[src/rtl/pipe_pkg.sv]
// Shared types and constants for the generic inter-stage pipeline register.
package pipe_pkg;

  typedef enum logic [1:0] {
    EMPTY = 2'd0,
    ONE   = 2'd1,
    TWO   = 2'd2
  } pipe_state_e;

  localparam logic [1:0] OCC_EMPTY = 2'd0;
  localparam logic [1:0] OCC_ONE   = 2'd1;
  localparam logic [1:0] OCC_TWO   = 2'd2;

  // Default widths for each stage boundary of the core.
  localparam int IFID_CTRL_W  = 4;
  localparam int IFID_DATA_W  = 64;
  localparam int IDEX_CTRL_W  = 8;
  localparam int IDEX_DATA_W  = 128;
  localparam int EXMEM_CTRL_W = 6;
  localparam int EXMEM_DATA_W = 112;
  localparam int MEMWB_CTRL_W = 3;
  localparam int MEMWB_DATA_W = 72;

  // Maps an FSM state onto the number of entries it holds.
  function automatic logic [1:0] occOf(pipe_state_e s);
    logic [1:0] occ;
    occ = OCC_EMPTY;
    case (s)
      ONE:     occ = OCC_ONE;
      TWO:     occ = OCC_TWO;
      default: occ = OCC_EMPTY;
    endcase
    return occ;
  endfunction

endpackage

[src/rtl/pipe_entry.sv]
// One entry of the stage register: a valid bit plus control and payload.
// clear kills the entry (and optionally its data), load captures a new
// entry, drop retires it as a bubble while leaving the payload untouched.
module pipe_entry
  import pipe_pkg::*;
#(
  parameter int CTRL_W     = IDEX_CTRL_W,
  parameter int DATA_W     = IDEX_DATA_W,
  parameter bit CLEAR_DATA = 1'b1
) (
  input  logic              clk_i,
  input  logic              rst_ni,
  input  logic              load_i,
  input  logic              drop_i,
  input  logic              clear_i,
  input  logic [CTRL_W-1:0] ctrl_i,
  input  logic [DATA_W-1:0] data_i,
  output logic              valid_o,
  output logic [CTRL_W-1:0] ctrl_o,
  output logic [DATA_W-1:0] data_o
);

  logic              valid_q;
  logic [CTRL_W-1:0] ctrl_q;
  logic [DATA_W-1:0] data_q;

  // Entry storage: clear beats load beats drop; data only moves on load or a clearing kill.
  always_ff @(posedge clk_i or negedge rst_ni) begin
    if (!rst_ni) begin
      valid_q <= 1'b0;
      ctrl_q  <= '0;
      data_q  <= '0;
    end else if (clear_i) begin
      valid_q <= 1'b0;
      ctrl_q  <= '0;
      if (CLEAR_DATA) data_q <= '0;
    end else if (load_i) begin
      valid_q <= 1'b1;
      ctrl_q  <= ctrl_i;
      data_q  <= data_i;
    end else if (drop_i) begin
      valid_q <= 1'b0;
      ctrl_q  <= '0;
    end
  end

  assign valid_o = valid_q;
  assign ctrl_o  = ctrl_q;
  assign data_o  = data_q;

endmodule

[src/rtl/pipe_stage_reg.sv]
// Generic pipeline-stage register with a two-entry skid buffer so that
// ready_o is a function of registered state only, plus a synchronous flush
// and a saturating count of flushes that actually killed something.
module pipe_stage_reg
  import pipe_pkg::*;
#(
  parameter int CTRL_W     = IDEX_CTRL_W,
  parameter int DATA_W     = IDEX_DATA_W,
  parameter bit CLEAR_DATA = 1'b1,
  parameter int CNT_W      = 16
) (
  input  logic              clk_i,
  input  logic              start_i,
  input  logic              flush_i,
  input  logic              valid_i,
  output logic              ready_o,
  input  logic [CTRL_W-1:0] ctrl_i,
  input  logic [DATA_W-1:0] data_i,
  output logic              valid_o,
  input  logic              ready_i,
  output logic [CTRL_W-1:0] ctrl_o,
  output logic [DATA_W-1:0] data_o,
  output logic [1:0]        occ_o,
  output logic [CNT_W-1:0]  flush_cnt_o
);

  pipe_state_e state_q, state_d;
  logic [CNT_W-1:0] flushCnt_q, flushCnt_d;

  logic acc, rel;
  logic mainLoad, mainDrop, mainFromSkid;
  logic skidLoad, skidDrop, clearAll;
  logic mainValid, skidValid;
  logic [CTRL_W-1:0] mainCtrlIn, skidCtrl;
  logic [DATA_W-1:0] mainDataIn, skidData;

  assign acc = valid_i & ready_o;
  assign rel = valid_o & ready_i;

  assign mainCtrlIn = mainFromSkid ? skidCtrl : ctrl_i;
  assign mainDataIn = mainFromSkid ? skidData : data_i;

  pipe_entry #(.CTRL_W(CTRL_W), .DATA_W(DATA_W), .CLEAR_DATA(CLEAR_DATA)) uMain (
    .clk_i  (clk_i),
    .rst_ni (start_i),
    .load_i (mainLoad),
    .drop_i (mainDrop),
    .clear_i(clearAll),
    .ctrl_i (mainCtrlIn),
    .data_i (mainDataIn),
    .valid_o(mainValid),
    .ctrl_o (ctrl_o),
    .data_o (data_o)
  );

  pipe_entry #(.CTRL_W(CTRL_W), .DATA_W(DATA_W), .CLEAR_DATA(CLEAR_DATA)) uSkid (
    .clk_i  (clk_i),
    .rst_ni (start_i),
    .load_i (skidLoad),
    .drop_i (skidDrop),
    .clear_i(clearAll),
    .ctrl_i (ctrl_i),
    .data_i (data_i),
    .valid_o(skidValid),
    .ctrl_o (skidCtrl),
    .data_o (skidData)
  );

  // State register for the occupancy FSM.
  always_ff @(posedge clk_i or negedge start_i) begin
    if (!start_i) state_q <= EMPTY;
    else          state_q <= state_d;
  end

  // Next state and entry controls; flush overrides every transfer.
  always_comb begin
    state_d      = state_q;
    mainLoad     = 1'b0;
    mainDrop     = 1'b0;
    mainFromSkid = 1'b0;
    skidLoad     = 1'b0;
    skidDrop     = 1'b0;
    clearAll     = 1'b0;
    if (flush_i) begin
      state_d  = EMPTY;
      clearAll = 1'b1;
    end else begin
      case (state_q)
        EMPTY: begin
          if (acc) begin
            state_d  = ONE;
            mainLoad = 1'b1;
          end
        end
        ONE: begin
          if (acc && rel) begin
            mainLoad = 1'b1;
          end else if (acc) begin
            state_d  = TWO;
            skidLoad = 1'b1;
          end else if (rel) begin
            state_d  = EMPTY;
            mainDrop = 1'b1;
          end
        end
        TWO: begin
          if (rel) begin
            state_d      = ONE;
            mainLoad     = 1'b1;
            mainFromSkid = 1'b1;
            skidDrop     = 1'b1;
          end
        end
        default: state_d = EMPTY;
      endcase
    end
  end

  // Handshake and occupancy outputs, all derived from registered state.
  always_comb begin
    valid_o = mainValid;
    ready_o = start_i & ~skidValid;
    occ_o   = occOf(state_q);
  end

  // Saturating count of flushes that killed a held or incoming entry.
  always_comb begin
    flushCnt_d = flushCnt_q;
    if (flush_i && (state_q != EMPTY || valid_i) && flushCnt_q != {CNT_W{1'b1}})
      flushCnt_d = flushCnt_q + CNT_W'(1);
  end

  // Flush counter register.
  always_ff @(posedge clk_i or negedge start_i) begin
    if (!start_i) flushCnt_q <= '0;
    else          flushCnt_q <= flushCnt_d;
  end

  assign flush_cnt_o = flushCnt_q;

endmodule

[config.mk]
export PLATFORM = sky130hd
export DESIGN_NAME = pipe_stage_reg
export DESIGN_NICKNAME = d
export VERILOG_FILES = /design/src/rtl/pipe_pkg.sv /design/src/rtl/pipe_entry.sv /design/src/rtl/pipe_stage_reg.sv
export SDC_FILE = /design/constraint.sdc
export NUM_CORES = 1
export LEC_CHECK = 0
export ABC_AREA = 1
export ABC_CLOCK_PERIOD_IN_PS = 1700
export CAP_MARGIN = 20
export CORE_UTILIZATION = 51
export DETAILED_ROUTE_END_ITERATION = 10
export PLACE_DENSITY = 0.85
export SYNTH_ARGS = -nofsm -noshare
export SYNTH_HDL_FRONTEND = slang
export SYNTH_SLANG_ARGS = --single-unit
[constraint.sdc]
create_clock -name clk_i -period 1.7 [get_ports clk_i]
set_input_delay 0.255 -clock clk_i [delete_from_list [all_inputs] [get_ports clk_i]]
set_output_delay 0.255 -clock clk_i [all_outputs]
set_load 0.05 [all_outputs]
==> reports/qor.yml, run 1 <==
use_met3: 0.0554
final_area_mm2: 0.0184
final_cell_mix: "nand2_1 (434), dfrtp_1 (288), nand3_1 (287), buf_4 (207), o21ai_1 (167)"
portBuffers: 296
wire_per_inst_um: 16.6
via_count: 12900
startpoint_type: "register"
antenna_found_initial: 1
drt_wl_total_um: 38500
path_max_fanout: 2
grt_util_met2: 0.455
grt_pass1_wl_um: 62400
critical_path_depth: 4
cts_sinks: 292
crit_slowest_cell: "dfrtp_1"
vdd_ir_drop_max_uv: 714
synth_top_area_frac: 0.528
period_share: 0.966
ys_types: 25
busiest_layer: "met2"
syn_inst: 1669
use_met1: 0.355
num_rows: 59
final_cells: 2325
rsz0062_at_grt: "true"
final_core_util: 0.699
synth_area_leaders: "dfrtp_1 (53%), nand2_1 (12%), nand3_1 (10%)"
status: "finished clean"
syn_area_per_cell_um2: 8.30
hold_depth: 3
required_ns: 1.44
cap_viol_max_count: 0
synth_top_area_cell: "dfrtp_1"
cts_tree: "yes"
drt_iter0_drc: 1424
drive_above_1_share: 0.203
finalHoldViolations: 0
grt_overflow_total: 0
clockBufferDepth: 3
cp_num_buf_inv: 3
grt_usage: 0.274
ys_warn_count: 0
synth_area_mm2: 0.0138
dp_cells: 2261
path_cells: "inv_2 -> buf_4 -> nor2_4 -> buf_12"
fp.dieW_um: 167
die_y_um: 167
dpl_cell_area_mm2: 0.0171
fmax_mhz: 609
nets: 2107
drc: 0
period_needed_ns: 1.64
ioPinCount: 297
clk_latency_ns: 0.56
synth_seq_cells: 292
seq_area_mm2: 0.00731
avgViaCountPerCell: 5.53
slowest_delay_ns: 0.38
cts_max_level: 1
clkTransAtPathRegs_ns: 0.06
critPathTopFamily: "flip-flops"
powerDensity_mw_per_mm2: 1040
setup_violations: 0
tightest_slew_ns: 0.618
p_leak_uw: 0.00918
ys_seq_area_frac: 0.528
relSlewSlack: 0.588
power_uw: 19200
min_path_type: "input pin to register"
cts_root_buf: "clkbuf_16"
syn_nets: 1811
end_kind: "primary output"
skew_ns: 0.0226
area_delta_synth_final_pct: 32.9
r2r_cells: 10
critPathKind: "register to primary output"
drv_slew: 0
layout_commonest_cell: "nand2_1"
dieArea_mm2: 0.0278
fillCellCount: 1952
routabilityCongestion: 0.893
grt_max_degree: 119
cp_data_arrival_time_ns: 1.39
ant_nets: 0
dp_hpwl_um: 25200
floorplan.initialDensity: 0.525
core_mm2: 0.0264
grt_pass1_vias: 12500
fin_hold_ws_ns: 0.275
cts-buffers-inserted: 31
first_pass_iters: 5
multi_input_area_mm2: 0.00525
-- where the power goes --
part	switching [µW]	internal [µW]	leakage, µW	total [µW]
clock network	2820	4390	0.000544	7210
logic	2750	1420	0.00463	4180
registers	361	7410	0.00401	7770
-- worst paths after layout --
check	startpoint	end	slack [ns]
max reg2reg	state_q[1]$_DFFE_PN0P_	uMain.data_o[112]$_DFFE_PN0P_	0.10
min in group asynchronous	start_i	uSkid.data_o[118]$_DFFE_PN0P_	0.52
min reg2reg	uMain.data_o[10]$_DFFE_PN0P_	uMain.data_o[10]$_DFFE_PN0P_	0.51
max in group asynchronous	start_i	flush_cnt_o[0]$_DFFE_PN0P_	0.65
min	data_i[34]	uSkid.data_o[34]$_DFFE_PN0P_	0.28
max	state_q[1]$_DFFE_PN0P_	occ_o[1]	0.06
-- cell families (layout without fill, tap and decap cells) --
group | Yosys count | count (layout) | share of synthesized area
buffers and inverters | 279 | 599 | 0.0967
flip-flops | 292 | 292 | 0.528
adder cells (fa/ha/maj) | 1 | 1 | 0.000903
AO/OA/AOI/OAI | 281 | 281 | 0.112
AND/OR/NAND/NOR | 808 | 808 | 0.257
XOR/XNOR | 8 | 8 | 0.00506
other | 0 | 1 | 0
-- synthesized netlist by cell type --
cell type,count
dfrtp_1,292
inv_1,151
nand2_2,44
buf_2,41
o21ai_1,166
nor2_2,4
buf_12,4
inv_4,1
o21ai_0,74
inv_2,6
a21oi_1,1
xor2_1,8
nand4_1,15
nand3_2,1
nor2_1,20
o21ai_2,40
buf_1,9
nand3_1,287
nand2_1,436
clkbuf_1,34
nor2_4,1
buf_8,1
buf_4,21
buf_6,11
ha_1,1
-- per-stage QoR --
step,setup slack (ns),setup TNS [ns]
after floorplan,-0.000147,-0.000147
after global placement,-0.194,-32.50
after detailed placement,-0.271,-34.75
after CTS,0.00191,0
after global routing,-0.00993,-0.0231
final,0.0576,0
-- tightest hold or removal path, delay by kind of cell --
kind / cells / cell delay (ns)
buffers and inverters: 1 / 0.41
AO/OA/AOI/OAI: 1 / 0.06
AND/OR/NAND/NOR: 1 / 0.07
-- per-layer routing --
layer / share of wire / vias up / wire length (µm)
li1: - / 5996 / -
met1: 0.40 / 6169 / 15600
met2: 0.48 / 613 / 18400
met3: 0.085 / 87 / 3290
met4: 0.032 / 0 / 1220
met5: 0 / - / 0
-- sequential cells by signal, indices dropped and copies added (netlist names) --
register       flops
uMain.data_o     128
uSkid.data_o     128
flush_cnt_o       16
uMain.ctrl_o       8
uSkid.valid_o      1
state_q            2
uSkid.ctrl_o       8
uMain.valid_o      1
-- area by class of cell --
cell class                 count  share of cell area
clock inverter                10             0.00741
clock buffer                  47              0.0530
timing repair inverter         1            0.000340
tap                          335              0.0228
inverter                     158              0.0336
antenna                        1            0.000136
timing repair buffer         383               0.201
multi-input combinational   1098               0.285
sequential                   292               0.397
-- timing repair --
item | CTS | global route
hold endpoints to repair | 174 | 0
cloned | 0 | 4
buffers inserted | 2 | 0
pin swaps | 1 | 1
hold buffers | 1 | 0
resized for setup | 1 | 12
setup endpoints to repair | 1 | 120
Note: power is estimated with default switching activity, not from simulation.
==> inputs of run 2 (changes only) <==
--- a/config.mk
+++ b/config.mk
@@ -6,7 +6,6 @@
 export NUM_CORES = 1
 export LEC_CHECK = 0
 export ABC_AREA = 1
-export ABC_CLOCK_PERIOD_IN_PS = 1700
 export CAP_MARGIN = 20
 export CORE_UTILIZATION = 51
 export DETAILED_ROUTE_END_ITERATION = 10
==> results of run 2 <==
No change in the layout: final DEF, timing and power equal those of run 1.
==> inputs of run 3 (changes only) <==
--- a/config.mk
+++ b/config.mk
@@ -9,7 +9,8 @@
 export CAP_MARGIN = 20
 export CORE_UTILIZATION = 51
 export DETAILED_ROUTE_END_ITERATION = 10
-export PLACE_DENSITY = 0.85
+export PLACE_DENSITY = 0.86
 export SYNTH_ARGS = -nofsm -noshare
 export SYNTH_HDL_FRONTEND = slang
+export SYNTH_HIERARCHICAL = 1
 export SYNTH_SLANG_ARGS = --single-unit
==> reports/qor.yml, run 3 <==
cts_root_buf: "clkbuf_16"  # unchanged
startpoint_type: "register"  # unchanged
syn_nets: 1925  # was 1811
grt_pass1_vias: 12200  # was 12500
cts-buffers-inserted: 29  # was 31
wire_per_inst_um: 17.3  # was 16.6 µm
grt_pass1_wl_um: 61000  # was 62400 µm
r2r_slack_ns: -0.12  # was 0.10 ns
ys.flop_type: "dfrtp_1"  # unchanged
clkTransAtPathRegs_ns: 0.07  # was 0.06 ns
via_count: 13200  # was 12900
final_cells: 2460  # was 2325
yosysMostFrequentCell: "nand2_1"  # unchanged
num_rows: 58  # was 59
routabilityCongestion: 0.846  # was 0.893
drv_slew: 0  # unchanged
drt_iter0_drc: 1421  # was 1424
n_antenna_cell: 0  # was 1
period_share: 1.07  # was 0.966
postLayoutSetupSlackWorst_ns: -0.119  # was 0.0576 ns
r2r-start: "state_q[0]$_DFFE_PN0P_"  # was state_q[1]$_DFFE_PN0P_
nets: 2251  # was 2107
drive_above_1_share: 0.177  # was 0.203
cts_tree: "yes"  # unchanged
required_ns: 2.17  # was 1.44 ns
ioPinCount: 297  # unchanged
dp_cells: 2373  # was 2261
die_y_um: 163  # was 167 µm
rsz0062_at_grt: "true"  # unchanged
ys_warn_count: 6  # was 0
critPathKind: "register to register"  # was register to primary output
p_int_uw: 12000  # was 13200 µW
portBuffers: 296  # unchanged
power_switching_uw: 4750  # was 5940 µW
final_area_mm2: 0.0184  # about the same
dp_hpwl_um: 24000  # was 25200 µm
power_uw: 16700  # was 19200 µW
path_max_fanout: 9  # was 2
multi_input_area_mm2: 0.00562  # was 0.00525 mm²
ant_nets: 0  # unchanged
fillCellCount: 1856  # was 1952
crit_slowest_cell: "dfrtp_1"  # unchanged
r2r_cells: 10  # unchanged
synth_seq_cells: 292  # unchanged
fin_hold_ws_ns: -0.111  # was 0.275 ns
cp-startpoint: "state_q[0]$_DFFE_PN0P_"  # was state_q[1]$_DFFE_PN0P_
period_needed_ns: 1.82  # was 1.64 ns
status: "finished with violations"  # was finished clean
timing.rr.end: "uMain/data_o[126]$_DFFE_PN0P_"  # was uMain.data_o[112]$_DFFE_PN0P_
vdd_ir_drop_max_uv: 607  # was 714 µV
drc: 0  # unchanged
seq_area_mm2: 0.00731  # unchanged
dieArea_mm2: 0.0265  # was 0.0278 mm²
synth_top_area_frac: 0.553  # was 0.528
first_pass_iters: 6  # was 5
violations: "hold timing, setup timing"
cap_viol_max_count: 0  # unchanged
seqPwrFrac: 0.447  # was 0.406
synth_area_leaders: "dfrtp_1 (55%), nand2_1 (37%), buf_2 (2.8%)"  # was dfrtp_1 (53%), nand2_1 (12%), nand3_1 (10%)
fmax_mhz: 550  # was 609 MHz
grt_usage: 0.288  # was 0.274
synth-edff-count: 0  # unchanged
clk_latency_ns: 0.54  # was 0.56 ns
power_frac_comb: 0.174  # was 0.218
slowest_delay_ns: 0.43  # was 0.38 ns
synthTopCellsByCount: "nand2_1 (1289), dfrtp_1 (292), buf_2 (75)"  # was nand2_1 (436), dfrtp_1 (292), nand3_1 (287)
layout_commonest_cell: "nand2_1"  # unchanged
p_leak_uw: 0.0105  # was 0.00918 µW
avgViaCountPerCell: 5.35  # was 5.53
syn_inst: 1783  # was 1669
cts_max_level: 1  # unchanged
final_cell_mix: "nand2_1 (1241), dfrtp_1 (288), buf_4 (183), clkdlybuf4s50_1 (139), clkbuf_16 (42)"  # was nand2_1 (434), dfrtp_1 (288), nand3_1 (287), buf_4 (207), o21ai_1 (167)
tightest_slew_ns: 0.915  # was 0.618 ns
clockBufferDepth: 3  # unchanged
finalHoldViolations: 167  # was 0
ys_seq_area_frac: 0.553  # was 0.528
ys_types: 23  # was 25
clkPwrFrac: 0.379  # was 0.376
async_flop_share: 1.00  # unchanged
fp.dieW_um: 163  # was 167 µm
antenna_found_initial: 0  # was 1
path_cells: "buf_6 -> nor2_4 -> a21oi_2 -> a211oi_2 -> inv_2 -> nor2_4 -> clkbuf_16 -> clkbuf_16 -> nand2_1 -> nand2_1"  # was inv_2 -> buf_4 -> nor2_4 -> buf_12
swShare: 0.284  # was 0.310
synth_top_area_cell: "dfrtp_1"  # unchanged
core_mm2: 0.0253  # was 0.0264 mm²
floorplan.initialDensity: 0.521  # was 0.525
cts_sinks: 292  # unchanged
grt_max_degree: 117  # was 119
dpl_cell_area_mm2: 0.0165  # was 0.0171 mm²
setup_violations: 158  # was 0
min_path_type: "input pin to asynchronous set/reset pin"  # was input pin to register
area_delta_synth_final_pct: 39.7  # was 32.9%
grt_overflow_total: 0  # unchanged
end_kind: "register"  # was primary output
cp_data_arrival_time_ns: 2.29  # was 1.39 ns
syn_area_per_cell_um2: 7.41  # was 8.30 µm²
fin_setup_tns_ns: -4.60  # was 0 ns
synth_area_mm2: 0.0132  # was 0.0138 mm²
relSlewSlack: 0.390  # was 0.588
powerDensity_mw_per_mm2: 905  # was 1040 mW/mm²
drt_wl_total_um: 42500  # was 38500 µm
skew_ns: 0.0126  # was 0.0226 ns
## run 3: changes by cell type after synthesis, sizes merged
cell    change
nand2     +810
o21ai     -272
nand3     -258
inv       -134
clkbuf     -28
nand4       -9
xor2        -8
xnor2       +7
nor2        +4
buf         -3
a21oi       +2
clkinv      +2
a211oi      +1
## run 3: cell families (layout without fill, tap and decap cells)
kind of cell    after synthesis  in the layout  synth area share
simple gates               1355           1355             0.393
buf+inv                     116            463            0.0426
xor+xnor                      7              7           0.00464
compound gates               12             12           0.00559
fa+ha+maj                     1              1          0.000947
flops                       292            292             0.553
## run 3: power by group through the flow
stage	registers (µW)	clock network (µW)	logic, µW
after floorplan	8220	0	754
after global placement	7570	0	2590
after detailed placement	7570	0	2640
after CTS	7450	6370	2740
after global routing	7490	6670	3100
final	7460	6320	2910
## run 3: worst max-delay path, delay by kind of cell, from the launching register on
family | cells | cell delay (ns)
buf+inv | 4 | 0.63
flops | 1 | 0.43
simple gates | 4 | 0.43
compound gates | 2 | 0.25
## run 3: layout make-up
type,instances,share of cell area
Clock inverter,12,0.00482
Timing Repair Buffer,385,0.219
Tap cell,330,0.0224
Clock buffer,40,0.0459
Sequential cell,292,0.396
Inverter,26,0.00617
Multi-Input combinational cell,1375,0.305
## run 3: how the worst max path moves through the flow
stage | end
final | uMain/data_o[126]$_DFFE_PN0P_
after global routing | uMain/data_o[126]$_DFFE_PN0P_
after CTS | occ_o[0]
after detailed placement | uMain/data_o[39]$_DFFE_PN0P_
after global placement | uMain/data_o[11]$_DFFE_PN0P_
after floorplan | uMain/data_o[100]$_DFFE_PN0P_
## run 3: through the flow
stage,worst slack [ns],util
after floorplan,-0.185,-
after global placement,-0.524,0.650
after detailed placement,-0.602,0.650
after CTS,-0.0354,0.701
after global routing,-0.197,0.728
final,-0.119,0.728
## run 3: repair_timing
action | in CTS | in global routing
setup buffers | 10 | 2
hold endpoints to repair | 202 | 32
setup endpoints to repair | 274 | 275
cloned | 6 | 16
gates resized for setup | 23 | 90
pin swaps | 4 | 12
## run 3: metal layers
metal | vias to the layer above | part of all wire | GRT usage
li1 | 6018 | - | -
met1 | 6190 | 0.38 | 0.386
met2 | 806 | 0.49 | 0.475
met3 | 138 | 0.097 | 0.0517
met4 | 0 | 0.035 | 0.0947
met5 | - | 0 | 0
